$ cat config.mk
export PLATFORM = sky130hd
export DESIGN_NAME = game_state_ctrl
export DESIGN_NICKNAME = d
export VERILOG_FILES = /design/src/rtl/game_state_ctrl.sv
export SDC_FILE = /design/constraint.sdc
export NUM_CORES = 1
export LEC_CHECK = 0
export ABC_AREA = 0
export CAP_MARGIN = 20
export CORE_MARGIN = 4
export CORE_UTILIZATION = 46
export CTS_CLUSTER_DIAMETER = 50
export DETAILED_ROUTE_END_ITERATION = 6
export PLACE_DENSITY = 0.65
export SLEW_MARGIN = 20
export SYNTH_ARGS = -nofsm -noshare
export SYNTH_HDL_FRONTEND = slang
export SYNTH_SLANG_ARGS = --single-unit
$ cat constraint.sdc
create_clock -name i_Clk -period 2.9 [get_ports i_Clk]
set_clock_uncertainty 0.2 [all_clocks]
set_input_delay 0.29 -clock i_Clk [delete_from_list [all_inputs] [get_ports i_Clk]]
set_output_delay 0.29 -clock i_Clk [all_outputs]
set_load 0.005 [all_outputs]
$ cat src/rtl/game_state_ctrl.sv
// Game-flow controller: turns frog top/collision levels into level count, lives,
// timed freeze periods, a game-over hold and a one-cycle frog reset pulse.
module game_state_ctrl #(
   parameter int LIVES       = 3,
   parameter int HOLD_CYCLES = 25000000
) (
   input  logic       i_Clk,
   input  logic       i_Rst,
   input  logic       i_Frog_At_Top,
   input  logic       i_Collision,
   input  logic       i_Manual_Reset,
   output logic       o_Reset_Frog,
   output logic [3:0] o_Level_Tens,
   output logic [3:0] o_Level_Ones,
   output logic [1:0] o_Lives,
   output logic [1:0] o_State,
   output logic       o_Freeze
);

   localparam int CW = $clog2(HOLD_CYCLES);
   localparam logic [CW-1:0] HOLD_LAST  = CW'(HOLD_CYCLES - 1);
   localparam logic [1:0]    LIVES_INIT = 2'(LIVES);

   typedef enum logic [1:0] {
      PLAY      = 2'd0,
      DYING     = 2'd1,
      LEVEL_UP  = 2'd2,
      GAME_OVER = 2'd3
   } state_t;

   state_t        state_q, state_nxt;
   logic [CW-1:0] hold_cnt, cnt_nxt;
   logic [3:0]    tens_q, tens_nxt, ones_q, ones_nxt;
   logic [1:0]    lives_q, lives_nxt;
   logic          freeze_q, freeze_nxt;
   logic          reset_frog_q, reset_frog_nxt;

   // Inputs are sampled once, then compared against their previous sample.
   logic top_smp, col_smp, man_smp;
   logic top_prev, col_prev, man_prev;
   logic top_ev, col_ev, man_ev;
   logic hold_done;

   assign top_ev    = top_smp & ~top_prev;
   assign col_ev    = col_smp & ~col_prev;
   assign man_ev    = man_smp & ~man_prev;
   assign hold_done = ((state_q == DYING) || (state_q == LEVEL_UP)) && (hold_cnt == HOLD_LAST);

   always_ff @(posedge i_Clk or posedge i_Rst) begin
      if (i_Rst) begin
         top_smp      <= 1'b0;
         col_smp      <= 1'b0;
         man_smp      <= 1'b0;
         top_prev     <= 1'b0;
         col_prev     <= 1'b0;
         man_prev     <= 1'b0;
         state_q      <= PLAY;
         hold_cnt     <= '0;
         tens_q       <= 4'd0;
         ones_q       <= 4'd0;
         lives_q      <= LIVES_INIT;
         freeze_q     <= 1'b0;
         reset_frog_q <= 1'b0;
      end else begin
         top_smp      <= i_Frog_At_Top;
         col_smp      <= i_Collision;
         man_smp      <= i_Manual_Reset;
         top_prev     <= top_smp;
         col_prev     <= col_smp;
         man_prev     <= man_smp;
         state_q      <= state_nxt;
         hold_cnt     <= cnt_nxt;
         tens_q       <= tens_nxt;
         ones_q       <= ones_nxt;
         lives_q      <= lives_nxt;
         freeze_q     <= freeze_nxt;
         reset_frog_q <= reset_frog_nxt;
      end
   end

   always_comb begin
      state_nxt = state_q;
      cnt_nxt   = hold_cnt;
      tens_nxt  = tens_q;
      ones_nxt  = ones_q;
      lives_nxt = lives_q;
      if (man_ev) begin
         state_nxt = PLAY;
         cnt_nxt   = '0;
         tens_nxt  = 4'd0;
         ones_nxt  = 4'd0;
         lives_nxt = LIVES_INIT;
      end else begin
         case (state_q)
            PLAY: begin
               // Collision takes precedence over reaching the top in the same cycle.
               if (col_ev) begin
                  cnt_nxt = '0;
                  if (lives_q != 2'd0) begin
                     lives_nxt = lives_q - 2'd1;
                  end
                  if (lives_q <= 2'd1) begin
                     state_nxt = GAME_OVER;
                  end else begin
                     state_nxt = DYING;
                  end
               end else if (top_ev) begin
                  state_nxt = LEVEL_UP;
                  cnt_nxt   = '0;
                  if (!(tens_q == 4'd9 && ones_q == 4'd9)) begin
                     if (ones_q == 4'd9) begin
                        ones_nxt = 4'd0;
                        tens_nxt = tens_q + 4'd1;
                     end else begin
                        ones_nxt = ones_q + 4'd1;
                     end
                  end
               end
            end
            DYING, LEVEL_UP: begin
               if (hold_done) begin
                  state_nxt = PLAY;
                  cnt_nxt   = '0;
               end else begin
                  cnt_nxt = hold_cnt + 1'b1;
               end
            end
            default: begin
            end
         endcase
      end
   end

   always_comb begin
      freeze_nxt     = (state_nxt != PLAY);
      reset_frog_nxt = man_ev | hold_done;
   end

   assign o_Reset_Frog = reset_frog_q;
   assign o_Level_Tens = tens_q;
   assign o_Level_Ones = ones_q;
   assign o_Lives      = lives_q;
   assign o_State      = state_q;
   assign o_Freeze     = freeze_q;

endmodule

==> results.sh, run 1 <==
export IMPL_synth_largest_area_cell="sky130_fd_sc_hd__dfrtp_1"
export IMPL_pre_cts_ws_ps=491
export IMPL_achievable_frequency_mhz=415
export IMPL_post_synth_inst_count=263
export IMPL_num_nets_final=298
export IMPL_tritoncts_buffers=5
export IMPL_placementRows=26
export IMPL_post_cts_setup_buffer_count=0
export IMPL_setup_repair_after_global_routing_missed_its_margin="no"
export IMPL_layout_cells_non_filler=355
export IMPL_fillers=459
export IMPL_drc_errors=0
export IMPL_grt_pass1_vias=2004
export IMPL_synth_fp_nets=277
export IMPL_total_overflow_reported_by_the_global_router=0
export IMPL_final_core_util_pct=55.2
export IMPL_die_outline_area_sq_um=6770
export IMPL_relSlewSlack_pct=63.9
export IMPL_width_of_the_chip_um=82.3
export IMPL_worst_setup_path_type="reg -> reg"
export IMPL_fin_setup_tns_ps=0
export IMPL_yosysUniqueCellTypes=52
export IMPL_worstPathRequired_ps=2920
export IMPL_ff2ff_path_depth=8
export IMPL_ys_top_cells_by_area="sky130_fd_sc_hd__dfrtp_1, sky130_fd_sc_hd__ha_1, sky130_fd_sc_hd__nand2_1, sky130_fd_sc_hd__nand3_1, sky130_fd_sc_hd__nor2_1"
export IMPL_drt_iter0_markers=126
export IMPL_initial_utilization_pct=48.5
export IMPL_netlist_area_leader_share_pct=42.4
export IMPL_cts_root_buffer="sky130_fd_sc_hd__clkbuf_8"
export IMPL_ctsHtreeMaxLevel=2
export IMPL_ant_nets=0
export IMPL_via_count=2048
export IMPL_grt_start_max_net_pins=29
export IMPL_maxSlewViolCount=0
export IMPL_yosysSeqAreaShare_pct=44.4
export IMPL_maxCapViolations=0
export IMPL_rrSetupSlack_ps=490
export IMPL_cp_end_kind="register"
export IMPL_io_pins=19
export IMPL_worst_hold_margin_ps=90.8
export IMPL_holdCritPathClass="in -> async"
export IMPL_synth_ff_type="sky130_fd_sc_hd__dfrtp_1"
export IMPL_final_min_clock_period_ps=2410
export IMPL_clkSlewWorstSetupHoldPaths_ps=80
export IMPL_core_area_sq_um=5240
export IMPL_chipHeight_um=82.3
export IMPL_reg2reg_from="o_State[0]"
export IMPL_final_layout_size_suffix_gt1_share_pct=10.5
export IMPL_reg2reg_to="hold_cnt[17]"
export IMPL_port_buffer_count=18
export IMPL_grt_pass1_wl_um=9550
export IMPL_critical_path_max_fanout=26
export IMPL_hpwl_um=3850
export IMPL_synth_enable_flop_cells=0
export IMPL_area_growth_pct=13.8
export IMPL_num_antenna_cells=0
export IMPL_clk_latency_ps=290
export IMPL_proportion_of_register_bits_with_asynchronous_set_or_reset_after_synthesis_pct=100
export IMPL_cts_repair_resized=0
export IMPL_postRouteWirelength_um=5360
export IMPL_cts_buffer_depth=2
export IMPL_avgSynthCellArea_sq_um=9.66
export IMPL_postLayoutSetupSlackWorst_ps=490
export IMPL_critPathArrivalTime_ps=2430
export IMPL_crit_path_start_kind="register"
export IMPL_vdd_drop_max_uv=456
export IMPL_clock_sinks=45
export IMPL_grt_antenna_before_repair=0
export IMPL_count_of_tritonroute_iterations_in_the_first_routing_pass=4
export IMPL_grt_usage_pct=18.2
export IMPL_ys_warn_count=0
export IMPL_wire_per_inst_um=15.1
export IMPL_timing_hold_violations_final=0
export IMPL_vias_per_cell=5.77
export IMPL_post_synth_instance_area_sq_um=2540
export IMPL_p_leak_nw=1.18
export IMPL_finalSetupViolCount=0
export IMPL_finalWeightedCongestion=0.797
export IMPL_run_status="finished clean"
export IMPL_synth_seq_cells=45
export IMPL_worst_slew_pin_tran_ps=536
export IMPL_layout_worst_path_cycle_share_pct=83.1
export IMPL_power_density_cell_area_nw_per_um2=631
export IMPL_cts_hold_buffers=0
export IMPL_cts_tree="yes"
export IMPL_numPlacedInstances=347
[sequential cells by signal, summed over array words and instances, names as in the netlist]
signal / count
man_smp: 1
o_State: 2
hold_cnt: 25
o_Level_Ones: 4
top_prev: 1
o_Freeze: 1
o_Lives: 2
man_prev: 1
col_smp: 1
o_Level_Tens: 4
col_prev: 1
top_smp: 1
o_Reset_Frog: 1
[power by group]
part / total [mW] / internal [mW] / switching (mW)
Sequential: 0.741 / 0.692 / 0.0492
Combinational: 0.681 / 0.257 / 0.424
Clock: 0.402 / 0.193 / 0.209
Total: 1.82 / 1.14 / 0.682
[cell type report]
cell class	count	area, sq um	area share (%)
multi-input cells	195	1310	45.3
flip-flops and latches	45	1130	39.0
repair buffers	23	218	7.53
well taps	70	87.6	3.03
clock buffers	6	82.6	2.86
inverters	14	52.6	1.82
clock inverters	2	13.8	0.476
[worst max-delay path by stage]
stage	slack (ps)	end	depth (start not counted)	startpoint
3_3_place_gp	550	hold_cnt[17]	8	o_State[0]
4_1_cts	480	hold_cnt[17]	8	o_State[0]
5_1_grt	310	hold_cnt[17]	8	o_State[0]
2_1_floorplan	750	hold_cnt[3]	9	o_State[0]
6_report	490	hold_cnt[17]	8	o_State[0]
3_5_place_dp	490	hold_cnt[17]	8	o_State[0]
[stage by stage]
stage,cell area (sq um),total power [mW]
final,2890,1.82
after global routing,2890,1.96
after CTS,2890,1.84
after detailed placement,2800,1.43
after global placement,2800,1.42
after floorplan,2540,1.23
[worst max-delay path: stages, from the launching register on]
cell	delay, ps
sky130_fd_sc_hd__dfrtp_1	400
sky130_fd_sc_hd__inv_1	90
sky130_fd_sc_hd__ha_1	340
sky130_fd_sc_hd__nand4bb_1	160
sky130_fd_sc_hd__nor4_4	80
sky130_fd_sc_hd__a211oi_4	210
sky130_fd_sc_hd__buf_4	320
sky130_fd_sc_hd__or3b_1	370
sky130_fd_sc_hd__a31oi_1	160
[kinds of logic (layout without fill, tap and decap cells)]
kind of cell | count (synthesis) | count (layout) | share of synthesized area [%]
simple gates | 117 | 117 | 26.3
flops | 45 | 45 | 44.4
xor+xnor | 10 | 10 | 3.45
mux | 1 | 1 | 0.394
buf+inv | 23 | 45 | 4.04
compound gates | 58 | 58 | 17.0
fa+ha+maj | 9 | 9 | 4.43
[per-layer routing]
metal	global-route usage, %	up-vias	wire, um
met3	3.25	5	271
met4	4.49	0	40
met1	25.7	991	2650
met2	28.8	42	2400
met5	0	-	0
li1	-	1010	-
[cell usage in the layout, fill, tap and decap left out, drive strengths merged, types with 2 or more instances in the layout]
cell / count
o211ai: 7
o22ai: 3
buf: 5
a41oi: 2
nand2: 27
or3b: 2
nor2: 23
and2: 3
nand3: 21
dfstp: 2
inv: 14
o311ai: 6
clkbuf: 6
a211oi: 3
nand2b: 4
clkinv: 2
xor2: 6
a31oi: 12
nand4: 6
nor3: 6
dfrtp: 43
clkdlybuf4s50: 18
o2111ai: 3
xnor2: 4
or2: 4
ha: 9
a21oi: 10
nor2b: 2
and3: 5
nand4bb: 2
nand4b: 2
o21ai: 6
nor4: 6
[synth_stat cells (all sizes together) (7+ instances only)]
library cell   n
nand2         27
nand3         21
inv           14
nor2          23
a31oi         12
ha             9
o211ai         7
a21oi         10
dfrtp         43
No activity file was read; power rests on OpenSTA's default activity.
==> run 2: changes to the inputs <==
Settings changed: PLACE_DENSITY 0.65 to 0.68.
Clock period 2.9 ns to 2.2 ns, I/O delays scaled along.
==> run 2 against run 1 <==
  * Register-to-register slack worse by 480 ps
  * Critical path type unchanged
  * Routed wire length is 21% higher
  * Worst setup slack worse by 480 ps
  * Die area stayed put
  * Critical path depth is 2 lower
  * Via count is 11% higher
  * Cell count is 8.2% higher
  * Sequential share of layout area is 5.2 points lower
  * Global-route usage is 1.4 points higher
  * Combinational power is 100% higher
  * Sequential power is 31% higher
  * First-iteration DRC count is 21% higher
==> results.sh, run 2 (same netlist as run 1, synthesis figures left out) <==
export IMPL_fin_setup_tns_ps=0
export IMPL_grt_usage_pct=19.6
export IMPL_critPathArrivalTime_ps=2160
export IMPL_postLayoutSetupSlackWorst_ps=5.85
export IMPL_p_leak_nw=1.38
export IMPL_width_of_the_chip_um=82.3
export IMPL_final_cell_area_sq_um=3340
export IMPL_largest_reg_flops=25
export IMPL_leading_cell_types_in_the_layout_fill_and_taps_excluded="sky130_fd_sc_hd__dfrtp_1, sky130_fd_sc_hd__buf_4, sky130_fd_sc_hd__nand2_1"
export IMPL_area_growth_pct=31.4
export IMPL_worst_slew_pin_tran_ps=593
export IMPL_clock_sinks=45
export IMPL_wire_per_inst_um=16.9
export IMPL_num_antenna_cells=0
export IMPL_worst_hold_margin_ps=17.3
export IMPL_drc_errors=0
export IMPL_top_register="hold_cnt"
export IMPL_maxCapViolations=0
export IMPL_ff2ff_path_depth=6
export IMPL_total_overflow_reported_by_the_global_router=0
export IMPL_io_pins=19
export IMPL_ant_nets=0
export IMPL_timing_hold_violations_final=0
export IMPL_power_density_cell_area_nw_per_um2=890
export IMPL_final_common_cell="sky130_fd_sc_hd__dfrtp_1"
export IMPL_setup_repair_after_global_routing_missed_its_margin="yes"
export IMPL_fillers=424
export IMPL_port_buffer_count=18
export IMPL_drt_iter0_markers=152
export IMPL_die_outline_area_sq_um=6770
export IMPL_core_area_sq_um=5240
export IMPL_cts_tree="yes"
export IMPL_num_nets_final=327
export IMPL_vias_per_cell=5.90
export IMPL_final_core_util_pct=63.7
export IMPL_grt_antenna_before_repair=0
export IMPL_vdd_drop_max_uv=641
export IMPL_clk_latency_ps=300
export IMPL_power_mw=2.97
export IMPL_achievable_frequency_mhz=456
export IMPL_sequential_standard_cell_area_sq_um=1130
export IMPL_chipHeight_um=82.3
export IMPL_numPlacedInstances=369
export IMPL_holdCritPathClass="in -> async"
export IMPL_relSlewSlack_pct=60.3
export IMPL_grt_pass1_vias=2177
export IMPL_finalSetupViolCount=0
export IMPL_critical_path_max_fanout=7
export IMPL_grt_pass1_wl_um=10200
export IMPL_placed_cell_area_sq_um=2970
export IMPL_final_layout_size_suffix_gt1_share_pct=26.4
export IMPL_multiInputGateArea_sq_um=1490
export IMPL_cp_end_kind="register"
export IMPL_maxSlewViolCount=0
export IMPL_clkSlewWorstSetupHoldPaths_ps=90
export IMPL_pre_cts_ws_ps=-3.18
export IMPL_placementRows=26
export IMPL_cts_hold_buffers=0
export IMPL_count_of_tritonroute_iterations_in_the_first_routing_pass=5
export IMPL_cts_buffer_depth=2
export IMPL_cts_root_buffer="sky130_fd_sc_hd__clkbuf_8"
export IMPL_hpwl_um=4460
export IMPL_layout_cells_non_filler=384
export IMPL_crit_path_start_kind="register"
export IMPL_initial_utilization_pct=48.5
export IMPL_via_count=2265
export IMPL_postRouteWirelength_um=6500
export IMPL_worstPathRequired_ps=2170
export IMPL_finalWeightedCongestion=0.864
export IMPL_ctsHtreeMaxLevel=2
export IMPL_grt_start_max_net_pins=21
export IMPL_worst_setup_path_type="reg -> reg"
export IMPL_tritoncts_buffers=5
export IMPL_run_status="finished clean"
export IMPL_final_min_clock_period_ps=2190
export IMPL_layout_worst_path_cycle_share_pct=99.7
[run 2: cell count changes in the layout (fill, tap and decap cells not counted), moves of 3 or more]
cell / before / now
sky130_fd_sc_hd__buf_4: 5 / 26
sky130_fd_sc_hd__a21oi_1: 10 / 7
sky130_fd_sc_hd__buf_6: 0 / 6
sky130_fd_sc_hd__o311ai_2: 0 / 5
sky130_fd_sc_hd__o311ai_1: 6 / 0
[run 2: power by group]
part           total, mW  switching (mW)  internal [mW]
registers          0.971          0.0589          0.912
clock network      0.617           0.279          0.337
logic               1.38           0.744          0.639
[run 2: timing repair]
item                       4_1_cts  5_1_grt
gates cloned                     0        2
setup endpoints to repair        7       23
buffers inserted                 0        5
pin swaps                        0       20
gates resized for setup          1       36
[run 2: final timing paths]
check | from | to | slack, ps
worst max-delay path | hold_cnt[10] | hold_cnt[15] | 6
worst min register to register | col_smp | col_prev | 190
max in group asynchronous | i_Rst | hold_cnt[22] | 1190
min in group i_Clk | i_Frog_At_Top | top_smp | 150
worst min-delay path | i_Rst | o_State[1] | 20
worst max register to register | hold_cnt[10] | hold_cnt[15] | 6
[run 2: area by class of cell]
cell class	instances	area share, %
multi-input combinational	195	44.7
sequential	45	33.8
timing repair buffer	52	14.0
tap	70	2.62
clock buffer	6	2.17
inverter	14	1.57
clock inverter	2	1.05
[run 2: routing by layer]
| layer | routed length (um) | vias to the layer above | global-route usage (%) |
|---|---|---|---|
| li1 | - | 1066 | - |
| met1 | 2760 | 1131 | 23.8 |
| met2 | 3350 | 57 | 34.4 |
| met3 | 270 | 11 | 3.36 |
| met4 | 114 | 0 | 7.48 |
| met5 | 0 | - | 0 |
[run 2: critical path, stage by stage (launching register included)]
cell and delay [ps]:
sky130_fd_sc_hd__dfrtp_1 390, sky130_fd_sc_hd__or4_4 550, sky130_fd_sc_hd__nor4_4 350, sky130_fd_sc_hd__a211oi_4 170, sky130_fd_sc_hd__buf_2 180, sky130_fd_sc_hd__nand3_1 110
sky130_fd_sc_hd__o311ai_2 110
